### src/rtl/block_bram_loader_pkg.sv
// Shared definitions for the block BRAM loader: FSM encoding, block size and
// the field layout of a packed pixel-pair word.
package block_bram_loader_pkg;

    typedef enum logic [1:0] {
        ST_IDLE  = 2'd0,
        ST_LOAD  = 2'd1,
        ST_FLUSH = 2'd2,
        ST_DONE  = 2'd3
    } load_state_t;

    localparam int BLOCK_WORDS = 2048;

    // Word layout: {ref0, colour0, pixel0, ref1, colour1, pixel1}
    localparam int REF0_LSB = 24;
    localparam int COL0_LSB = 22;
    localparam int PIX0_LSB = 16;
    localparam int REF1_LSB = 8;
    localparam int COL1_LSB = 6;
    localparam int PIX1_LSB = 0;
    localparam int REF_W    = 8;
    localparam int COL_W    = 2;
    localparam int PIX_W    = 6;

endpackage

### src/rtl/block_bram_loader_if.sv
// AXI-Stream style pixel-word channel feeding the block BRAM loader.
interface block_bram_loader_if;

    logic [31:0] s_tdata;
    logic        s_tvalid;
    logic        s_tlast;
    logic        s_tready;

    modport master (output s_tdata, output s_tvalid, output s_tlast, input s_tready);
    modport slave  (input s_tdata, input s_tvalid, input s_tlast, output s_tready);

endinterface

### src/rtl/loader_timeout_ctr.sv
// Idle-cycle counter for the loader: cleared on activity, counts while enabled,
// flags terminal count once TIMEOUT_CYCLES idle cycles have elapsed.
module loader_timeout_ctr #(
    parameter int TIMEOUT_CYCLES = 4096,
    localparam int CNT_W = $clog2(TIMEOUT_CYCLES + 1)
) (
    input  logic pclk,
    input  logic reset,
    input  logic clr,
    input  logic en,
    output logic tc
);

    logic [CNT_W-1:0] cnt;

    // Saturates at terminal count so tc stays asserted until cleared.
    always_ff @(posedge pclk or negedge reset) begin
        if (!reset) begin
            cnt <= '0;
        end else if (clr) begin
            cnt <= '0;
        end else if (en && !tc) begin
            cnt <= cnt + 1'b1;
        end
    end

    assign tc = (cnt == CNT_W'(TIMEOUT_CYCLES));

endmodule

### src/rtl/block_bram_loader.sv
// Loads one block of pixel-pair words from a stream into the display BRAM.
// Define BLOCK_LOADER_PINGPONG_EN for two-bank ping-pong operation.
module block_bram_loader
    import block_bram_loader_pkg::*;
#(
    parameter int WORDS          = BLOCK_WORDS,
    parameter int ADDR_W         = 11,
    parameter int TIMEOUT_CYCLES = 4096
) (
    input  logic                pclk,
    input  logic                reset,
    input  logic                block_req,
    block_bram_loader_if.slave  s_axis,
    output logic [31:0]         bram_addr,
    output logic [31:0]         bram_wrdata,
    output logic                bram_en,
    output logic [3:0]          bram_we,
    output logic                busy,
    output logic                load_done,
    output logic                err_short,
    output logic                err_long,
    output logic                err_timeout,
    output logic                req_dropped,
    output logic                rd_bank
);

    load_state_t       state;
    logic              req_q;
    logic              tready;
    logic [ADDR_W-1:0] index;
    logic              start;
    logic              beat;
    logic              last_idx;
    logic              tc;
    logic              wr_bank;

    assign start    = block_req & ~req_q;
    assign beat     = s_axis.s_tvalid & tready;
    assign last_idx = (index == ADDR_W'(WORDS - 1));
    assign s_axis.s_tready = tready;

    // Counts only while accepting; any beat or leaving LOAD/FLUSH restarts it.
    loader_timeout_ctr #(.TIMEOUT_CYCLES(TIMEOUT_CYCLES)) u_timeout (
        .pclk  (pclk),
        .reset (reset),
        .clr   (beat | ~tready),
        .en    (tready),
        .tc    (tc)
    );

`ifdef BLOCK_LOADER_PINGPONG_EN
    // Only a clean end of block hands the freshly written bank to the reader.
    always_ff @(posedge pclk or negedge reset) begin
        if (!reset) begin
            rd_bank <= 1'b0;
        end else if (state == ST_LOAD && beat && last_idx && s_axis.s_tlast) begin
            rd_bank <= ~rd_bank;
        end
    end
    assign wr_bank = ~rd_bank;
`else
    assign rd_bank = 1'b0;
    assign wr_bank = 1'b0;
`endif

    always_ff @(posedge pclk or negedge reset) begin
        if (!reset) begin
            state       <= ST_IDLE;
            req_q       <= 1'b0;
            index       <= '0;
            tready      <= 1'b0;
            busy        <= 1'b0;
            load_done   <= 1'b0;
            err_short   <= 1'b0;
            err_long    <= 1'b0;
            err_timeout <= 1'b0;
            req_dropped <= 1'b0;
            bram_en     <= 1'b0;
            bram_we     <= 4'h0;
            bram_addr   <= '0;
            bram_wrdata <= '0;
        end else begin
            req_q       <= block_req;
            load_done   <= 1'b0;
            bram_en     <= 1'b0;
            bram_we     <= 4'h0;
            req_dropped <= start && (state != ST_IDLE);
            case (state)
                ST_IDLE: begin
                    if (start) begin
                        state       <= ST_LOAD;
                        index       <= '0;
                        tready      <= 1'b1;
                        busy        <= 1'b1;
                        err_short   <= 1'b0;
                        err_long    <= 1'b0;
                        err_timeout <= 1'b0;
                    end
                end
                ST_LOAD: begin
                    if (beat) begin
                        bram_en     <= 1'b1;
                        bram_we     <= 4'hF;
                        bram_addr   <= {{(31 - ADDR_W){1'b0}}, wr_bank, index};
                        bram_wrdata <= s_axis.s_tdata;
                        if (last_idx && !s_axis.s_tlast) begin
                            // Over-long block: drain the remainder without writing.
                            err_long <= 1'b1;
                            state    <= ST_FLUSH;
                        end else if (last_idx || s_axis.s_tlast) begin
                            err_short <= !last_idx;
                            state     <= ST_DONE;
                            tready    <= 1'b0;
                            load_done <= 1'b1;
                        end else begin
                            index <= index + 1'b1;
                        end
                    end else if (tc) begin
                        err_timeout <= 1'b1;
                        state       <= ST_DONE;
                        tready      <= 1'b0;
                        load_done   <= 1'b1;
                    end
                end
                ST_FLUSH: begin
                    if ((beat && s_axis.s_tlast) || (!beat && tc)) begin
                        err_timeout <= !beat;
                        state       <= ST_DONE;
                        tready      <= 1'b0;
                        load_done   <= 1'b1;
                    end
                end
                ST_DONE: begin
                    state <= ST_IDLE;
                    busy  <= 1'b0;
                end
                default: state <= ST_IDLE;
            endcase
        end
    end

endmodule

### src/flat_wrapper.sv
// flat-port wrapper written by rule: the top's interface ports become plain ports
module block_bram_loader_flat import block_bram_loader_pkg::*;
#(
    parameter int WORDS          = BLOCK_WORDS,
    parameter int ADDR_W         = 11,
    parameter int TIMEOUT_CYCLES = 4096
)
  (pclk, reset, block_req, bram_addr, bram_wrdata, bram_en, bram_we, busy, load_done, err_short, err_long, err_timeout, req_dropped, rd_bank, s_axis_s_tdata, s_axis_s_tvalid, s_axis_s_tlast, s_axis_s_tready);
  block_bram_loader_if s_axis_i ();
  input  logic pclk;
  input  logic reset;
  input  logic block_req;
  output logic [31:0] bram_addr;
  output logic [31:0] bram_wrdata;
  output logic bram_en;
  output logic [3:0] bram_we;
  output logic busy;
  output logic load_done;
  output logic err_short;
  output logic err_long;
  output logic err_timeout;
  output logic req_dropped;
  output logic rd_bank;
  input wire logic [$bits(s_axis_i.s_tdata)-1:0] s_axis_s_tdata;
  input wire logic [$bits(s_axis_i.s_tvalid)-1:0] s_axis_s_tvalid;
  input wire logic [$bits(s_axis_i.s_tlast)-1:0] s_axis_s_tlast;
  output wire logic [$bits(s_axis_i.s_tready)-1:0] s_axis_s_tready;
  assign s_axis_i.s_tdata = s_axis_s_tdata;
  assign s_axis_i.s_tvalid = s_axis_s_tvalid;
  assign s_axis_i.s_tlast = s_axis_s_tlast;
  assign s_axis_s_tready = s_axis_i.s_tready;
  block_bram_loader #(.WORDS(WORDS), .ADDR_W(ADDR_W), .TIMEOUT_CYCLES(TIMEOUT_CYCLES)) u_core (.pclk(pclk), .reset(reset), .block_req(block_req), .s_axis(s_axis_i), .bram_addr(bram_addr), .bram_wrdata(bram_wrdata), .bram_en(bram_en), .bram_we(bram_we), .busy(busy), .load_done(load_done), .err_short(err_short), .err_long(err_long), .err_timeout(err_timeout), .req_dropped(req_dropped), .rd_bank(rd_bank));
endmodule
### config.mk
export PLATFORM = sky130hd
export DESIGN_NAME = block_bram_loader_flat
export DESIGN_NICKNAME = d
export VERILOG_FILES = /design/src/rtl/block_bram_loader_pkg.sv /design/src/rtl/block_bram_loader_if.sv /design/src/rtl/loader_timeout_ctr.sv /design/src/rtl/block_bram_loader.sv /design/src/flat_wrapper.sv
export SDC_FILE = /design/constraint.sdc
export NUM_CORES = 1
export LEC_CHECK = 0
export CAP_MARGIN = 20
export CORE_MARGIN = 2
export CORE_UTILIZATION = 35
export DETAILED_ROUTE_END_ITERATION = 6
export SYNTH_ARGS = -nofsm -noshare
export SYNTH_HDL_FRONTEND = slang
export SYNTH_HIERARCHICAL = 1
export SYNTH_SLANG_ARGS = --single-unit
### constraint.sdc
create_clock -name pclk -period 2.3 [get_ports pclk]
set_input_delay 0.69 -clock pclk [delete_from_list [all_inputs] [get_ports pclk]]
set_output_delay 0.69 -clock pclk [all_outputs]
set_load 0.005 [all_outputs]
# After elaboration in Yosys (flattened, before gate mapping)
# Cells that the tools add are included.
[word_totals]
ff_bits = 82
in_bits = 37
word_cells = 109
[classes]
addsub = 2
n_eq_ne = 18
muxes = 44
bitwise_logic = 5
reduce_logical = 25
[op_table]
columns = ["op", "n"]
rows = [
  ["two-way mux 11 bit", 4],
  ["two-way mux 13 bit", 2],
  ["two-way mux 1 bit", 22],
  ["case mux 11 bit (2 select lines)", 1],
  ["AND reduction 5 bit", 3],
  ["adder 13 x 1 -> 13 bit, second input constant", 1],
  ["== test 13 bit, second input constant", 1],
  ["two-way mux 2 bit", 6],
  ["inequality test 2 x 1 -> 1 bit, second input constant", 6],
  ["adder 11 x 1 -> 11 bit, second input constant", 1],
  ["== test 11 bit, second input constant", 1],
  ["two-way mux 4 bit", 2],
  ["case mux 1 bit (2 select lines)", 4],
  ["case mux 2 bit (4 select lines)", 1],
  ["AND reduction 4 bit", 2],
  ["nonzero test 2 bit", 4],
  ["inequality test 2 bit, second input constant", 3],
  ["inequality test 3 bit, second input constant", 2],
  ["case mux 1 bit (3 select lines)", 2],
  ["AND reduction 6 bit", 1],
  ["logical AND 1 bit", 5],
  ["== test 2 bit, second input constant", 2],
  ["zero test 1 bit", 4],
  ["inequality test 4 bit, second input constant", 1],
  ["9 further kinds", 13],
]

# Longest topological paths before layout
# Gate-level depths: netlist of the first run.
[logic_depth]
depth_word = 6
ltp_mapped = 8

# Hierarchy
# The synthesis of the first run kept the hierarchy.
[modules_own_cells]
columns = ["mod", "instances", "cells_each", "area_each_um2", "seq_area_each_um2"]
rows = [
  ["block_bram_loader", 1, 260, 3114.2, 1626.6],
  ["loader_timeout_ctr", 1, 79, 748.2, 325.3],
]

# Worst setup path before layout of the first run
# OpenSTA, ideal clock, no wires.
[synth_timing]
path_type = "register to register"
from = "register u_core.u_timeout.cnt[0]"
to = "register u_core.state[1]"
setup_time_ps = 125
arrival_time_ps = 2081
setup_slack_ps = 94
path_stages_with_launch = 8
path_buffers = 0
period_less_slack_ps = 2206
cell_sequence = "dfrtp_1 inv_1 ha_1 or4b_1 nor3_1 o31ai_1 a311o_1 mux2_4"
[synth_between]
elab_chain_len = 5
[synth_lines]
columns = ["item", "line_no", "text"]
rows = [
  ["start, declared", "loader_timeout_ctr.sv:14", "logic [CNT_W-1:0] cnt;"],
  ["start signal, assigned", "loader_timeout_ctr.sv:23", "cnt <= cnt + 1'b1;"],
  ["== test 13 bit (*)", "loader_timeout_ctr.sv:27", "assign tc = (cnt == CNT_W'(TIMEOUT_CYCLES));"],
  ["via u_core.tc", "block_bram_loader.sv:34", "logic tc;"],
  ["logical AND 1 bit", "block_bram_loader.sv:126", "if ((beat && s_axis.s_tlast) || (!beat && tc)) begin"],
  ["logical OR 1 bit", "block_bram_loader.sv:126", ""],
  ["inequality test 2 x 1 -> 1 bit (no source line)", "n/a", ""],
  ["AND reduction 4 bit (no source line) (*)", "n/a", ""],
  ["end signal, assigned", "block_bram_loader.sv:128", "state <= ST_DONE;"],
  ["end signal, assigned", "block_bram_loader.sv:134", "state <= ST_IDLE;"],
  ["end signal, assigned", "block_bram_loader.sv:137", "default: state <= ST_IDLE;"],
  ["end, declared", "block_bram_loader.sv:27", "load_state_t state;"],
]
# The timed path passes the listed nets; every way through them passes the cells marked *.
# A chain may end at the register's enable or synchronous reset.

# Final worst setup path of the first run
[layout_timing]
from = "register u_core.u_timeout.cnt[1]"
to = "register u_core.state[1]"
# Same word-level chain as after synthesis.

==> out/results.ini, run 1 <==
[status]
status = finished, final reports clean

[setup_path]
crit_path_end_kind = register
worst_setup_path_start_kind = register
r2r_slack_ps = 100
critical_path_buf_inv_count = 1
cp-startpoint = u_core/u_timeout/cnt[1]
critical-path-max-stage-delay_ps = 480
cpMaxStageDelayCell = or4b_1
crit_family = simple AND/OR/NAND/NOR gates
critPathKind = reg -> reg
cp.arrival_ps = 2430
worstPathCellList = inv_1 > ha_1 > or4b_1 > nor3_2 > o31ai_1 > a311o_1 > mux2_4
reg2reg_from = u_core/u_timeout/cnt[1]
critPathRequiredTime_ps = 2540
path_max_fanout = 2

[clocking]
ctsHoldBuffers = 0
clk_pin_slew_ps = 90
cts.path.max_buffers = 2
clock_latency_ps = 350
clock-sinks = 78
cts_tree = done
post_cts_buffers = 0
cts_resized = 0
root_buffer = clkbuf_8
cts_htree_levels = 3
cts_buffers = 9

[power]
p_leak_nw = 2.261
vdd_drop_max_v = 0.0004395
p_per_area_nw_per_um2 = 1109

[global_routing]
grt_pass1_vias = 2903
overflow = 0
grt_max_degree = 38
grt_first_pass_wirelength_um = 13920
grt_antenna_before_repair = 0
grt_util_all_layers = 0.1512

[finish]
final_common_cell = clkdlybuf4s50_1
fin_util = 0.4927
layout-drive-gt1-share = 0.2473
diodes = 0
final_cell_mix = clkdlybuf4s50_1 (90), dfrtp_1 (78), mux2_2 (45)
final_area_um2 = 5318
fillers = 987
area_growth_syn_to_layout_pct = 37.67
fin_nets = 504

[routing]
post_drt_wl_per_cell_um = 14.31
viasPerCell = 4.960
route.final.wire_length_um = 8657
dr.pass1.iters = 4
antenna_left = 0
remaining_drc_errors = 0
first_iter_violations = 110
vias = 3001

[sta]
finalCriticalPeriod_ps = 2198
slew_violations = 0
whs_ps = 291.3
min_period_over_period = 0.9554
grt_setup_unrepaired = false
fin_skew_ps = 11.81
setup_violations = 0
hold_viol_final = 0
max_freq_mhz = 455.1

[floorplan]
die_x_um = 109.1
ios = 114
die-height_um = 109.1
coreArea_um2 = 10790
die_area_um2 = 11890
start_util = 0.3579
rows = 38

[job]
cap_viol_max_count = 0

[yosys]
synth_ff_type = dfrtp_1
synthCells = 339
syn_avg_cell_area_um2 = 11.39
synth_seq_cells = 78
synthArstFlopShare = 1.000
synth-edff-count = 0
yosysSeqAreaShare = 0.5053
yosysWarnings = 6
synth.distinct_cells = 58
synthesis.area_um2 = 3862

[placed_design]
post-dp-hpwl_um = 6484
placed_cell_area_um2 = 5100
place.gp.congestion = 0.8213
portBuffers = 91

[hold_path]
hold_class = in -> async

==> cell type report <==
cell class	instances	area, µm²	area share
Multi-Input combinational cell	231	1704	0.3205
Timing Repair Buffer	127	1229	0.2311
Clock buffer	9	123.9	0.02329
Tap cell	140	175.2	0.03294
Sequential cell	78	1952	0.3671
Inverter	13	48.80	0.009176
Clock inverter	7	85.08	0.01600
==> path summary, 6_finish.rpt <==
check                                           to  cells past startpoint
hold reg to reg                u_core/bram_addr[9]                      2
hold / removal              u_core/bram_wrdata[13]                      1
min in group pclk              u_core/bram_addr[9]                      2
setup / recovery                   u_core/state[1]                      7
setup reg to reg                   u_core/state[1]                      7
max in group asynchronous  u_core/u_timeout/cnt[5]                      2
==> per-layer routing <==
layer,track usage,wire (µm),vias to the layer above
met5,0,0,-
met4,0.04579,92,0
met3,0.03885,439,7
met2,0.2445,4116,82
met1,0.1993,4009,1473
li1,-,-,1439
==> cells by family after synthesis <==
kind of cell             Yosys count  synth area share
AO/OA/AOI/OAI                     60            0.1053
adder cells (fa/ha/maj)            7           0.02267
other                              1         0.0009709
buffers and inverters             51           0.07678
multiplexers                      47            0.1377
XOR/XNOR                           2          0.004536
flip-flops                        78            0.5053
AND/OR/NAND/NOR                   93            0.1467
==> through the flow <==
step                total power, W  worst slack [ps]  setup TNS, ps  std cells
floorplan                 0.003459             93.85              0        360
global placement          0.004782            -201.0          -1428        589
detailed placement        0.004851            -242.9          -1744        589
CTS                       0.005966             31.16              0        605
global route              0.006318             10.92              0        605
finish                    0.005896             102.5              0        605
==> cells in the mapped netlist (all sizes together) (7+ instances only) <==
cell | instances | share of area
o21ai | 11 | 0.014
nand2 | 13 | 0.013
mux2 | 46 | 0.14
o31ai | 13 | 0.025
nor2 | 11 | 0.011
or4 | 10 | 0.020
nand3 | 12 | 0.018
inv | 13 | 0.013
dfrtp | 78 | 0.51
nand4 | 7 | 0.013
ha | 7 | 0.023
a21oi | 14 | 0.018
nand2b | 8 | 0.013
buf | 33 | 0.059
==> worst register-to-register path: cells and delay by family, from the launching register on <==
family	cells	cell delay (ps)
and+or+nand+nor	2	670
AOI/OAI and AO/OA	2	510
DFF	1	390
muxes	1	310
adders and majority gates	1	140
buffers and inverters	1	70
==> power breakdown <==
| group | internal, W | switching [W] |
|---|---|---|
| logic | 0.00160 | 0.00100 |
| registers | 0.00187 | 0.000335 |
| clock network | 0.000527 | 0.000560 |
| total | 0.00400 | 0.00190 |
==> flip-flops by register name (all words and copies together), names as in the netlist, 2 cells and up <==
name                  count
u_core/bram_wrdata       32
u_core/u_timeout/cnt     13
u_core/bram_addr         11
u_core/index             11
u_core/state              2
Power figures use the tool's default switching activity.
==> inputs of run 2 (changes only) <==
--- a/config.mk
+++ b/config.mk
@@ -9,6 +9,7 @@
 export CORE_MARGIN = 2
 export CORE_UTILIZATION = 35
 export DETAILED_ROUTE_END_ITERATION = 6
+export PLACE_DENSITY = 0.65
 export SYNTH_ARGS = -nofsm -noshare
 export SYNTH_HDL_FRONTEND = slang
 export SYNTH_HIERARCHICAL = 1
==> out/results.ini, run 2 (synthesis gave the netlist of run 1 again) <==
[power]
vdd_drop_max_v = 0.0005653  ; +29%
p_leak_nw = 2.258  ; -0.11%
p_per_area_nw_per_um2 = 1128  ; +1.7%

[clocking]
clk_pin_slew_ps = 80  ; about the same
post_cts_buffers = 0  ; unchanged
cts.path.max_buffers = 2  ; unchanged
cts_resized = 1  ; +1
clock_latency_ps = 350  ; about the same
cts_htree_levels = 3  ; unchanged
ctsHoldBuffers = 0  ; unchanged
clock-sinks = 78  ; unchanged
root_buffer = clkbuf_8
cts_tree = done
cts_buffers = 9  ; unchanged

[placed_design]
dp_slack_ps = -277.4  ; -34.43 ps
place.gp.congestion = 0.8407  ; +2.4%
portBuffers = 91  ; unchanged
placed_cell_area_um2 = 5065  ; -0.69%
post-dp-hpwl_um = 6422  ; -0.96%

[finish]
top_register = u_core/bram_wrdata
fin_nets = 501  ; -0.60%
final_cell_mix = clkdlybuf4s50_1 (90), dfrtp_1 (78), mux2_2 (45)
final_area_um2 = 5321  ; about the same
top_regs = u_core/bram_wrdata x32, u_core/u_timeout/cnt x13
diodes = 0  ; unchanged
layout-drive-gt1-share = 0.2446  ; -0.002723
area_growth_syn_to_layout_pct = 37.77  ; about the same
regArea_um2 = 1952  ; unchanged
final_common_cell = clkdlybuf4s50_1
multi_input_area_um2 = 1729  ; +1.5%
fillers = 1003  ; +1.6%
largest_reg_flops = 32  ; unchanged

[floorplan]
die_x_um = 109.1  ; unchanged
ios = 114  ; unchanged
die_area_um2 = 11890  ; unchanged
coreArea_um2 = 10790  ; unchanged
rows = 38  ; unchanged
start_util = 0.3579  ; unchanged
die-height_um = 109.1  ; unchanged

[hold_path]
hold_class = in -> async

[job]
cap_viol_max_count = 0  ; unchanged

[global_routing]
grt_util_all_layers = 0.1530  ; +0.001797
grt_pass1_vias = 2902  ; -0.034%
overflow = 0  ; unchanged
grt_max_degree = 49  ; +29%
grt_first_pass_wirelength_um = 14240  ; +2.3%
grt_antenna_before_repair = 0  ; unchanged

[sta]
max_freq_mhz = 458.4  ; +0.74%
grt_setup_unrepaired = false
min_period_over_period = 0.9484  ; -0.007034
timing.final.ws_setup_ps = 118.7  ; +16.18 ps
slew_violations = 0  ; unchanged
fin_skew_ps = 6.240  ; -5.573 ps
setup_violations = 0  ; unchanged
hold_viol_final = 0  ; unchanged
finalCriticalPeriod_ps = 2181  ; -16.18 ps

[routing]
remaining_drc_errors = 0  ; unchanged
antenna_left = 0  ; unchanged
post_drt_wl_per_cell_um = 14.48  ; +1.2%
viasPerCell = 5.025  ; +1.3%
dr.pass1.iters = 5  ; +1
first_iter_violations = 119  ; +8.2%
vias = 3025  ; +0.80%
route.final.wire_length_um = 8717  ; +0.69%

[setup_path]
path_max_fanout = 2  ; unchanged
critical-path-max-stage-delay_ps = 500  ; +20 ps
worstPathCellList = inv_1 > ha_1 > or4b_1 > nor3_2 > o31ai_1 > a311o_1 > mux2_4
cp.arrival_ps = 2420  ; about the same
critPathKind = reg -> reg
worst_setup_path_start_kind = register
cpMaxStageDelayCell = or4b_1
critPathRequiredTime_ps = 2540  ; about the same
ff2ff_path_depth = 7  ; unchanged
crit_path_end_kind = register

[status]
status = finished, final reports clean

## run 2: cell count changes in the layout (fill, tap and decap cells not counted), sizes merged
cell / change
bufinv: +1
inv: -5
clkbuf: +1
clkinvlp: +2
buf: -3
clkinv: +1
## run 2: layer usage
| layer | share of wire | global-route usage |
|---|---|---|
| met5 | 0 | 0 |
| met4 | 0.011 | 0.05586 |
| met3 | 0.065 | 0.04363 |
| met2 | 0.47 | 0.2418 |
| met1 | 0.45 | 0.1998 |
## run 2: report_power, final
part	leakage [nW]	internal (W)	switching, W
Combinational	1.16	0.00162	0.00102
Clock	0.108	0.000637	0.000513
Sequential	0.993	0.00188	0.000340
## run 2: cell type report
| cell class | count | area share |
|---|---|---|
| clock buffers | 10 | 0.02586 |
| clock inverters | 6 | 0.01599 |
| inverters | 13 | 0.009170 |
| multi-input cells | 231 | 0.3249 |
| flip-flops and latches | 78 | 0.3668 |
| well taps | 140 | 0.03292 |
| repair buffers | 124 | 0.2243 |
## run 2: final timing paths
check | start | to | slack (ps)
max | u_core/u_timeout/cnt[1] | u_core/state[1] | 120
min | reset | u_core/bram_wrdata[7] | 250
max reg2reg | u_core/u_timeout/cnt[1] | u_core/state[1] | 120
min reg2reg | u_core/bram_addr[9] | u_core/bram_addr[9] | 490
max in group asynchronous | reset | u_core/bram_wrdata[12] | 1450
min in group pclk | u_core/bram_addr[9] | u_core/bram_addr[9] | 490
## run 2: worst max-delay path, delay by kind of cell (launching register included)
family | cells | cell delay, ps
AND/OR/NAND/NOR | 2 | 680
AO/OA/AOI/OAI | 2 | 490
flip-flops | 1 | 380
multiplexers | 1 | 300
adder cells (fa/ha/maj) | 1 | 140
buffers and inverters | 1 | 70
## run 2: metrics by stage
stage               TNS (ps)  std cells  total power, W  hold WS (ps)  utilization
detailed placement     -2977        586        0.004871         484.6       0.4693
CTS                        0        602        0.006043         255.8       0.4901
finish                     0        602        0.006003         251.3       0.4930
global route               0        602        0.006424         272.2       0.4930
global placement       -2078        586        0.004778         474.2       0.4693
floorplan                  0        360        0.003459         394.4            -
==> inputs of run 3 (changes only) <==
--- a/config.mk
+++ b/config.mk
@@ -6,7 +6,6 @@
 export NUM_CORES = 1
 export LEC_CHECK = 0
 export CAP_MARGIN = 20
-export CORE_MARGIN = 2
 export CORE_UTILIZATION = 35
 export DETAILED_ROUTE_END_ITERATION = 6
 export PLACE_DENSITY = 0.65
==> out/results.ini, run 3 (synthesis gave the netlist of run 1 again) <==
[finish]
fin_nets = 505  ; +0.80%
fin_util = 0.5041  ; +0.01106
largest_reg_flops = 32  ; unchanged
final_common_cell = clkdlybuf4s50_1
finalNonFillerCells = 602  ; unchanged
layout-drive-gt1-share = 0.2489  ; +0.004338
diodes = 0  ; unchanged
area_growth_syn_to_layout_pct = 37.16
final_cell_mix = clkdlybuf4s50_1 (90), dfrtp_1 (78), mux2_2 (45)
top_register = u_core/bram_wrdata
fillers = 981  ; -2.2%
top_regs = u_core/bram_wrdata x32, u_core/u_timeout/cnt x13

[sta]
fin_skew_ps = 5.299  ; -0.9415 ps
setup_violations = 0  ; unchanged
min_period_over_period = 0.9626  ; +0.01423
slew_violations = 0  ; unchanged
max_freq_mhz = 451.7  ; -1.5%
hold_viol_final = 0  ; unchanged
finalCriticalPeriod_ps = 2214  ; +32.73 ps

[floorplan]
coreArea_um2 = 10510  ; -2.6%
rows = 37  ; -2.6%
die_area_um2 = 11460  ; -3.6%
die-height_um = 107.1  ; -1.8%
start_util = 0.3675  ; +0.009672
die_x_um = 107.1  ; -1.8%
ios = 114  ; unchanged

[power]
p_int_w = 0.004016  ; -2.8%
p_leak_nw = 2.240  ; -0.81%
p_seq_frac = 0.375  ; +0.006
vdd_drop_max_v = 0.0005429  ; -4.0%
pwr-share-comb = 0.450  ; +0.011
p_per_area_nw_per_um2 = 1112  ; -1.4%
p_switching_w = 0.001875  ; +0.13%
clock_power_share = 0.174  ; -0.017
switching_share = 0.3182  ; +0.006398

[clocking]
cts_tree = done
cts_htree_levels = 3  ; unchanged
post_cts_buffers = 0  ; unchanged
clock-sinks = 78  ; unchanged
clock_latency_ps = 340  ; about the same
root_buffer = clkbuf_8
clk_pin_slew_ps = 90  ; about the same
cts_buffers = 9  ; unchanged
cts.path.max_buffers = 2  ; unchanged

[setup_path]
cp.arrival_ps = 2450  ; +30 ps
ff2ff_path_depth = 8  ; +1
r2r_slack_ps = 90  ; -30 ps
worstReg2RegEnd = u_core/state[1]
crit_path_end_kind = register
worst_setup_path_start_kind = register
reg2reg_from = u_core/u_timeout/cnt[1]
critPathKind = reg -> reg
critPathRequiredTime_ps = 2530  ; about the same
path_max_fanout = 2  ; unchanged

[placed_design]
post-dp-hpwl_um = 6368  ; -0.84%
portBuffers = 91  ; unchanged
dp.cells = 586  ; unchanged
place.gp.congestion = 0.8642  ; +2.8%

[routing]
dr.pass1.iters = 4  ; -1
first_iter_violations = 147  ; +24%
vias = 3013  ; -0.40%
route.final.wire_length_um = 8740  ; +0.26%
antenna_left = 0  ; unchanged
post_drt_wl_per_cell_um = 14.52  ; +0.26%
viasPerCell = 5.005  ; -0.40%
remaining_drc_errors = 0  ; unchanged

[global_routing]
grt_antenna_before_repair = 0  ; unchanged
grt_max_degree = 51  ; +4.1%
grt_util_all_layers = 0.1574  ; +0.004387
grt_first_pass_wirelength_um = 14110  ; -0.92%
overflow = 0  ; unchanged
grt_pass1_vias = 2947  ; +1.6%

[status]
status = finished, final reports clean

[job]
cap_viol_max_count = 0  ; unchanged

[hold_path]
hold_class = in -> async

## run 3: cell types whose count changed in the layout (fill, tap and decap cells not counted)
| cell | delta |
|---|---|
| buf_4 | +5 |
| clkinv_2 | -2 |
| inv_6 | +2 |
| buf_12 | -1 |
| bufinv_16 | -1 |
| clkbuf_1 | +1 |
| clkbuf_8 | -1 |
| clkinvlp_4 | +1 |
| nor4_1 | +1 |
| nor4_4 | -1 |
| or4b_1 | -1 |
| or4b_4 | +1 |
## run 3: cell type report
type                    count  area, µm²  share of cell area
flip-flops and latches     78       1952              0.3684
multi-input cells         231       1718              0.3243
repair buffers            128       1211              0.2286
well taps                 136      170.2             0.03212
clock buffers              10      127.6             0.02409
clock inverters             6      70.07             0.01323
inverters                  13      48.80            0.009211
## run 3: timing repair
action	CTS	global route
hold buffers	0	0
endpoints found under the setup margin	0	8
gates resized for setup	0	5
## run 3: how the worst max path moves through the flow
| stage | startpoint | to | slack [ps] |
|---|---|---|---|
| 3_3_place_gp | block_req | u_core/index[8] | -210 |
| 2_1_floorplan | u_core/u_timeout/cnt[0] | u_core/state[1] | 90 |
| 3_5_place_dp | block_req | u_core/index[5] | -270 |
| 4_1_cts | u_core/u_timeout/cnt[1] | u_core/state[1] | 30 |
| 6_report | u_core/u_timeout/cnt[1] | u_core/state[1] | 90 |
| 5_1_grt | u_core/u_timeout/cnt[1] | u_core/state[1] | -10 |
## run 3: layer usage
metal  global-route usage  up-vias  wire length, µm
li1                     -     1433                -
met1               0.1977     1465             3838
met2               0.2673      105             4323
met3              0.02796       10              455
met4              0.06360        0              123
met5                    0        -                0
## run 3: power by group through the flow
| stage | combinational (W) | clock, W | sequential (W) |
|---|---|---|---|
| 3_3_place_gp | 0.00259 | 0 | 0.00221 |
| 6_report | 0.00265 | 0.00103 | 0.00221 |
| 2_1_floorplan | 0.00122 | 0 | 0.00224 |
| 4_1_cts | 0.00266 | 0.00107 | 0.00221 |
| 5_1_grt | 0.00289 | 0.00111 | 0.00228 |
| 3_5_place_dp | 0.00265 | 0 | 0.00224 |
## run 3: through the flow
| stage | cell area, µm² | setup TNS [ps] | hold slack [ps] | setup WS [ps] | power (W) |
|---|---|---|---|---|---|
| 6_report | 5298 | 0 | 261.4 | 85.94 | 0.005890 |
| 5_1_grt | 5298 | -11.11 | 285.0 | -11.11 | 0.006287 |
| 4_1_cts | 5275 | 0 | 263.2 | 32.25 | 0.005937 |
| 3_5_place_dp | 5077 | -4035 | 481.9 | -271.6 | 0.004886 |
| 3_3_place_gp | 5077 | -3011 | 471.8 | -214.5 | 0.004801 |
| 2_1_floorplan | 3941 | 0 | 394.4 | 93.85 | 0.003459 |
## run 3: critical path: stages, from the launching register on
cell and delay, ps:
dfrtp_1 380, inv_1 80, ha_1 140, or4b_4 480, nor3_2 170, buf_4 150, o31ai_1 90, a311o_1 320
mux2_4 300
